--- config.mk ---
export PLATFORM = sky130hd
export DESIGN_NAME = serial_adder_ctrl_flat
export DESIGN_NICKNAME = d
export VERILOG_FILES = /design/src/rtl/serial_adder_ctrl_if.sv /design/src/rtl/serial_adder_ctrl.sv /design/src/flat_wrapper.sv
export SDC_FILE = /design/constraint.sdc
export NUM_CORES = 1
export LEC_CHECK = 0
export ABC_AREA = 1
export CAP_MARGIN = 10
export CORE_UTILIZATION = 35
export DETAILED_ROUTE_END_ITERATION = 12
export GPL_ROUTABILITY_DRIVEN = 1
export HOLD_SLACK_MARGIN = 0.12
export PLACE_DENSITY = 0.63
export SYNTH_ARGS = -nofsm -noshare
export SYNTH_HDL_FRONTEND = slang
export SYNTH_SLANG_ARGS = --single-unit
--- constraint.sdc ---
create_clock -name clk -period 2.9 [get_ports clk]
set_input_delay 0.58 -clock clk [delete_from_list [all_inputs] [get_ports clk]]
set_output_delay 0.58 -clock clk [all_outputs]
set_load 0.1 [all_outputs]
--- src/rtl/serial_adder_ctrl_if.sv ---
// Request/ack/result bundle for the two-requester bit-serial adder.
// Ports are grouped as the requester side (master) and the adder side (slave).
interface serial_adder_ctrl_if #(
   parameter int WIDTH = 8
);
   logic             req0;
   logic [WIDTH-1:0] a0;
   logic [WIDTH-1:0] b0;
   logic             req1;
   logic [WIDTH-1:0] a1;
   logic [WIDTH-1:0] b1;
   logic             ack0;
   logic             ack1;
   logic             busy;
   logic             done;
   logic             owner;
   logic [WIDTH-1:0] sum;
   logic             cout;

   modport master (
      output req0, a0, b0, req1, a1, b1,
      input  ack0, ack1, busy, done, owner, sum, cout
   );

   modport slave (
      input  req0, a0, b0, req1, a1, b1,
      output ack0, ack1, busy, done, owner, sum, cout
   );
endinterface

--- src/rtl/serial_adder_ctrl.sv ---
// Round-robin arbitrated bit-serial adder: one addition at a time, LSB first,
// WIDTH cycles per operation, with the result registered on entry to DONE.
module serial_adder_ctrl #(
   parameter int WIDTH = 8
) (
   input logic               clk,
   input logic               rst,
   serial_adder_ctrl_if.slave bus
);
   localparam int CW = $clog2(WIDTH);

   typedef enum logic [1:0] {IDLE, ADD, DONE} state_t;

   state_t           state_q, state_d;
   logic [WIDTH-1:0] a_q, a_d;
   logic [WIDTH-1:0] b_q, b_d;
   logic [WIDTH-2:0] acc_q, acc_d;
   logic             carry_q, carry_d;
   logic [CW-1:0]    cnt_q, cnt_d;
   logic             last_q, last_d;
   logic             owner_q, owner_d;
   logic             ack0_q, ack0_d;
   logic             ack1_q, ack1_d;
   logic [WIDTH-1:0] sum_q, sum_d;
   logic             cout_q, cout_d;

   logic             win;
   logic             ha_p, ha_g, s_bit, c_next;
   logic [WIDTH-1:0] shifted;

   // With both requesting, the one not granted last wins.
   assign win = (bus.req0 && bus.req1) ? ~last_q : bus.req1;

   // Two cascaded half adders on the current LSB with the registered carry.
   assign ha_p    = a_q[0] ^ b_q[0];
   assign ha_g    = a_q[0] & b_q[0];
   assign s_bit   = ha_p ^ carry_q;
   assign c_next  = ha_g | (ha_p & carry_q);
   assign shifted = {s_bit, acc_q};

   always_comb begin
      state_d = state_q;
      a_d     = a_q;
      b_d     = b_q;
      acc_d   = acc_q;
      carry_d = carry_q;
      cnt_d   = cnt_q;
      last_d  = last_q;
      owner_d = owner_q;
      ack0_d  = 1'b0;
      ack1_d  = 1'b0;
      sum_d   = sum_q;
      cout_d  = cout_q;
      case (state_q)
         IDLE: begin
            if (bus.req0 || bus.req1) begin
               state_d = ADD;
               a_d     = win ? bus.a1 : bus.a0;
               b_d     = win ? bus.b1 : bus.b0;
               owner_d = win;
               last_d  = win;
               ack0_d  = ~win;
               ack1_d  = win;
               carry_d = 1'b0;
               cnt_d   = '0;
            end
         end
         ADD: begin
            a_d     = a_q >> 1;
            b_d     = b_q >> 1;
            carry_d = c_next;
            acc_d   = shifted[WIDTH-1:1];
            if (cnt_q == CW'(WIDTH - 1)) begin
               state_d = DONE;
               sum_d   = shifted;
               cout_d  = c_next;
            end else begin
               cnt_d = cnt_q + CW'(1);
            end
         end
         DONE:    state_d = IDLE;
         default: state_d = IDLE;
      endcase
   end

   always_ff @(posedge clk) begin
      if (rst) begin
         state_q <= IDLE;
         a_q     <= '0;
         b_q     <= '0;
         acc_q   <= '0;
         carry_q <= 1'b0;
         cnt_q   <= '0;
         last_q  <= 1'b1;  // pretend requester 1 went last so 0 wins first
         owner_q <= 1'b0;
         ack0_q  <= 1'b0;
         ack1_q  <= 1'b0;
         sum_q   <= '0;
         cout_q  <= 1'b0;
      end else begin
         state_q <= state_d;
         a_q     <= a_d;
         b_q     <= b_d;
         acc_q   <= acc_d;
         carry_q <= carry_d;
         cnt_q   <= cnt_d;
         last_q  <= last_d;
         owner_q <= owner_d;
         ack0_q  <= ack0_d;
         ack1_q  <= ack1_d;
         sum_q   <= sum_d;
         cout_q  <= cout_d;
      end
   end

   assign bus.ack0  = ack0_q;
   assign bus.ack1  = ack1_q;
   assign bus.busy  = (state_q == ADD);
   assign bus.done  = (state_q == DONE);
   assign bus.owner = owner_q;
   assign bus.sum   = sum_q;
   assign bus.cout  = cout_q;
endmodule

--- src/flat_wrapper.sv ---
// flat-port wrapper written by rule: the top's interface ports become plain ports
module serial_adder_ctrl_flat 
#(
   parameter int WIDTH = 8
)
  (clk, rst, bus_req0, bus_a0, bus_b0, bus_req1, bus_a1, bus_b1, bus_ack0, bus_ack1, bus_busy, bus_done, bus_owner, bus_sum, bus_cout);
  serial_adder_ctrl_if #(.WIDTH(WIDTH)) bus_i ();
  input logic clk;
  input logic rst;
  input wire logic [$bits(bus_i.req0)-1:0] bus_req0;
  input wire logic [$bits(bus_i.a0)-1:0] bus_a0;
  input wire logic [$bits(bus_i.b0)-1:0] bus_b0;
  input wire logic [$bits(bus_i.req1)-1:0] bus_req1;
  input wire logic [$bits(bus_i.a1)-1:0] bus_a1;
  input wire logic [$bits(bus_i.b1)-1:0] bus_b1;
  output wire logic [$bits(bus_i.ack0)-1:0] bus_ack0;
  output wire logic [$bits(bus_i.ack1)-1:0] bus_ack1;
  output wire logic [$bits(bus_i.busy)-1:0] bus_busy;
  output wire logic [$bits(bus_i.done)-1:0] bus_done;
  output wire logic [$bits(bus_i.owner)-1:0] bus_owner;
  output wire logic [$bits(bus_i.sum)-1:0] bus_sum;
  output wire logic [$bits(bus_i.cout)-1:0] bus_cout;
  assign bus_i.req0 = bus_req0;
  assign bus_i.a0 = bus_a0;
  assign bus_i.b0 = bus_b0;
  assign bus_i.req1 = bus_req1;
  assign bus_i.a1 = bus_a1;
  assign bus_i.b1 = bus_b1;
  assign bus_ack0 = bus_i.ack0;
  assign bus_ack1 = bus_i.ack1;
  assign bus_busy = bus_i.busy;
  assign bus_done = bus_i.done;
  assign bus_owner = bus_i.owner;
  assign bus_sum = bus_i.sum;
  assign bus_cout = bus_i.cout;
  serial_adder_ctrl #(.WIDTH(WIDTH)) u_core (.clk(clk), .rst(rst), .bus(bus_i));
endmodule
Word-level counts from Yosys, hierarchy flattened. Cells that the tools add are included.

Bits in registers: 42. Output and inout bits: 14. Logic and storage cells: 53.

Bitwise operators: 9. Mux-type cells: 15. Reductions and logical operators: 10. Add/subtract/negate cells: 1. Eq/ne operators: 6.

Operators with widths (count): 8-bit 2-to-1 mux (4); 8-bit one-hot mux with 2 select lines (2); 2-bit AND reduction (4); 3-bit 2-to-1 mux (2); 3-bit one-hot mux with 2 select lines (1); 2-bit 2-to-1 mux (2); 2-bit by 1-bit != test with 1-bit output (second input constant) (2); 1-bit inverter (4); 2-bit one-hot mux with 2 select lines (1); 3-bit by 1-bit adder with 3-bit output (second input constant) (1); 3-bit equality test (second input constant) (1); 3-bit AND reduction (1); 3-bit OR reduction (1); 1-bit AND (2); 2-bit by 1-bit equality test with 1-bit output (second input constant) (1); 2-bit equality test (second input constant) (1); 2-bit zero test (1); 1-bit 2-to-1 mux (2); 2-bit != test (second input constant) (1); 1-bit one-hot mux with 2 select lines (1); 2-bit nonzero test (1); 1-bit bitwise XOR (2); 1-bit logical AND (1); 1-bit logical OR (1); 1-bit OR (1).

Depth between registers and ports, before layout.
Word-level depth: 5. Depth in mapped cells: 8. Gate-level depth less buffers: 8.

Worst setup path before layout. Ideal clock, no wire load.

Kind: reg2out. Start point: reg u_core.state_q[1]. End point: out bus_done. Cell stages (with the launch flop): 3. Arrival time: 1650 ps. Setup slack: 670 ps. Data required time: 2320 ps. Cell sequence: dfxtp_1 inv_2 nor2_1.

Cells in the longest elaborated chain, start to end: 1.

Ends and longest elaborated chain: start, declared (line serial_adder_ctrl.sv:14) `state_t state_q, state_d;`; start signal, assigned (line serial_adder_ctrl.sv:101) `state_q <= state_d;`; 2-bit equality test (line serial_adder_ctrl.sv:119) `assign bus.done = (state_q == DONE);`; end, declared (line flat_wrapper.sv:19) `output wire logic [$bits(bus_i.done)-1:0] bus_done;`.

Every way passes these cells.

==> flow_summary.ini <==
[floorplanning]
num_io_pins = 50
die_area_um2 = 6470
start_util = 0.363
rows = 28
die_h_um = 80.4
placeableCoreArea_um2 = 5920
die_width_um = 80.4

[cts]
cts_hold_buf = 0
clock-sinks = 42
cts_max_level = 2
clk_latency_ns = 0.29
numCtsBuffers = 5
cts_setup_buffers = 0
clk_pin_slew_ns = 0.08
cts_tree = yes
ctsResizeCount = 0
cts_root_buf = clkbuf_8
cts_buffer_depth = 2

[synth]
ys_types = 22
yosysTopAreaCellShare = 0.391
yosys.area_share.xor_xnor = 0
ys_seq_area_frac = 0.391
synth_top_family_by_area = simple AND/OR/NAND/NOR gates
synth_seq_cells = 42
yosys.area_share.adder = 0.0209
syn_area_um2 = 2150
syn_area_per_cell_um2 = 7.08
syn-instance-count = 304
yosys.area_share.simple = 0.337
syn_nets = 343
yosysTopAreaCell = dfxtp_1
synth_compound_gate_area_share = 0.112
synthMuxAreaShare = 0
yosys_warnings = 0
synth.area.top_cells = dfxtp_1, nand3_1, nand2_1

[pwr]
p_sw_uw = 385
p_seq_frac = 0.461
peakVddDrop_v = 0.000275
clkPwrFrac = 0.336
comb_power_share = 0.203
p_sw_frac = 0.281
p_per_area_nw_per_um2 = 503
p_int_uw = 986
leakagePower_uw = 0.00122

[timing]
rsz0062_at_grt = false
slew_headroom = 0.644
max_freq_mhz = 516
report.final.hold_viol_count = 0
fin_crit_ns = 1.94
finClkSkew_ns = 0.00299
maxSlewViolCount = 0
setup_viol = 0
tightest_slew_ns = 0.534
finalSetupTns_ns = 0
finalCritPeriodShare = 0.668

[worst_setup_path]
reg2reg_depth = 8
r2r_start = u_core.state_q[1]$_SDFFE_PP0P_
crit_chain = clkdlybuf4s50_1 > inv_1 > buf_4 > o21ai_0 > a21oi_1
cp.arrival_ns = 2.16
worst_r2r_endpoint = u_core.bus.cout$_SDFFE_PP0P_
worstSetupPathType = input port to flip-flop
reg2reg_setup_slack_ns = 1.31
endpoint_kind = flip-flop
slowest_delay_ns = 0.58
cp-start-kind = input port
critPathMaxFanout = 20
worstPathRequired_ns = 3.12
slowest_stage = clkdlybuf4s50_1

[drt]
drc = 0
drt.antenna.violating_nets = 0
vias = 1975
drt-pass1-iter-count = 4
viasPerCell = 4.67
drtIter0Drc = 67
wl_per_cell_um = 10.5
wirelength_mm = 4.45

[finish]
n_antenna_cell = 0
layout-drive-gt1-share = 0.132
fin_nets = 386
syn_to_final_growth_pct = 26.7
utilization = 0.460
fillCellCount = 637

[grt]
antenna_found_initial = 0
grt_pass1_vias = 1681
grt_max_degree = 56
grt_pass1_wl_mm = 7.40
grt_usage = 0.147
grt_overflow = 0

[hold_path]
hp-class = flip-flop to flip-flop
hp-start = u_core.acc_q[6]$_SDFFE_PP0N_
hold_depth = 2
min_to = u_core.bus.sum[6]$_SDFFE_PP0P_

[place]
io_buffers = 49
gp_congestion = 0.755
detailed_place_hpwl_mm = 3.09

[run_status]
status = finished, final reports clean

[job]
maxCapViolations = 0
[power by group through the flow]
stage               logic [uW]  clock network [uW]  registers, uW
floorplan                  188                   0            660
detailed placement         280                   0            646
CTS                        281                 473            633
finish                     278                 460            632
global route               312                 502            638
global placement           276                   0            646
[layout make-up]
type	instances	area, um^2	share of cell area
clock buffer	5	68.8	0.0252
clock inverter	3	45.0	0.0165
inverter	47	176	0.0647
multi-input combinational	199	1010	0.371
sequential	42	841	0.308
tap	75	93.8	0.0344
timing repair buffer	52	490	0.180
[logic make-up (layout without fill, tap and decap cells)]
group | count (synthesis) | after routing
simple gates | 154 | 154
buf+inv | 63 | 107
flops | 42 | 42
fa+ha+maj | 3 | 3
compound gates | 42 | 42
[synthesized netlist by cell type]
library cell   n
a21oi_2        8
nand3b_1      16
ha_1           2
buf_6          6
fa_1           1
o21ai_1        2
o21ai_0       12
nor2_1        35
nand3_1       41
inv_2          3
clkbuf_1       1
nand2_1       51
buf_4          3
nor2_4         1
nand2_4        1
buf_2          6
a21oi_1       20
dfxtp_1       42
nor3_1         1
nand2_2        5
inv_1         44
nor2_2         3
[stage by stage]
stage / total power (uW) / setup WS (ns) / area [um^2] / hold slack, ns / cells
2_1_floorplan: 849 / 0.670 / 2150 / 0.432 / 304
3_3_place_gp: 922 / 0.687 / 2610 / 0.454 / 415
3_5_place_dp: 926 / 0.653 / 2610 / 0.451 / 415
4_1_cts: 1390 / 0.960 / 2730 / 0.462 / 423
5_1_grt: 1450 / 0.776 / 2730 / 0.485 / 423
6_report: 1370 / 0.963 / 2730 / 0.465 / 423
[metal layers]
metal | wire length [um] | GRT usage | share of wire | vias up
li1 | - | - | - | 1043
met1 | 2270 | 0.203 | 0.51 | 887
met2 | 1920 | 0.223 | 0.43 | 41
met3 | 206 | 0.0341 | 0.046 | 4
met4 | 48 | 0.0482 | 0.011 | 0
met5 | 0 | 0 | 0 | -
[registers in the layout (all words and copies together) (netlist names)]
register,flops
u_core.bus.ack1,1
u_core.last_q,1
u_core.bus.ack0,1
u_core.carry_q,1
u_core.bus.sum,8
u_core.bus.cout,1
u_core.cnt_q,3
u_core.bus.owner,1
u_core.a_q,8
u_core.state_q,2
u_core.b_q,8
u_core.acc_q,7
[critical path: cells and delay by family]
| kind | cells | cell delay (ns) |
|---|---|---|
| buf+inv | 3 | 1.31 |
| compound gates | 2 | 0.25 |
[worst max path at each step]
stage / from / to / slack [ns] / cells after the start
2_1_floorplan: u_core.state_q[1]$_SDFFE_PP0P_ / bus_done / 0.67 / 2
5_1_grt: rst / u_core.acc_q[4]$_SDFFE_PP0N_ / 0.78 / 5
6_report: rst / u_core.acc_q[4]$_SDFFE_PP0N_ / 0.96 / 5
3_3_place_gp: bus_req0 / u_core.last_q$_SDFFE_PP1P_ / 0.69 / 6
4_1_cts: rst / u_core.acc_q[4]$_SDFFE_PP0N_ / 0.96 / 5
3_5_place_dp: rst / u_core.acc_q[4]$_SDFFE_PP0N_ / 0.65 / 5
[layout by cell type, fill, tap and decap left out, types with 2 or more instances in the layout]
cell type / instances
inv_1: 44
clkbuf_8: 5
nand3b_1: 16
nor2_1: 35
nand3_1: 41
a21oi_2: 8
buf_4: 16
clkdlybuf4s50_1: 35
nand2_1: 51
a21oi_1: 20
ha_1: 2
inv_2: 3
nand2_2: 5
dfxtp_1: 42
o21ai_1: 2
nor2_2: 3
o21ai_0: 12
clkinvlp_4: 2
(Power assumes the default switching activity.)
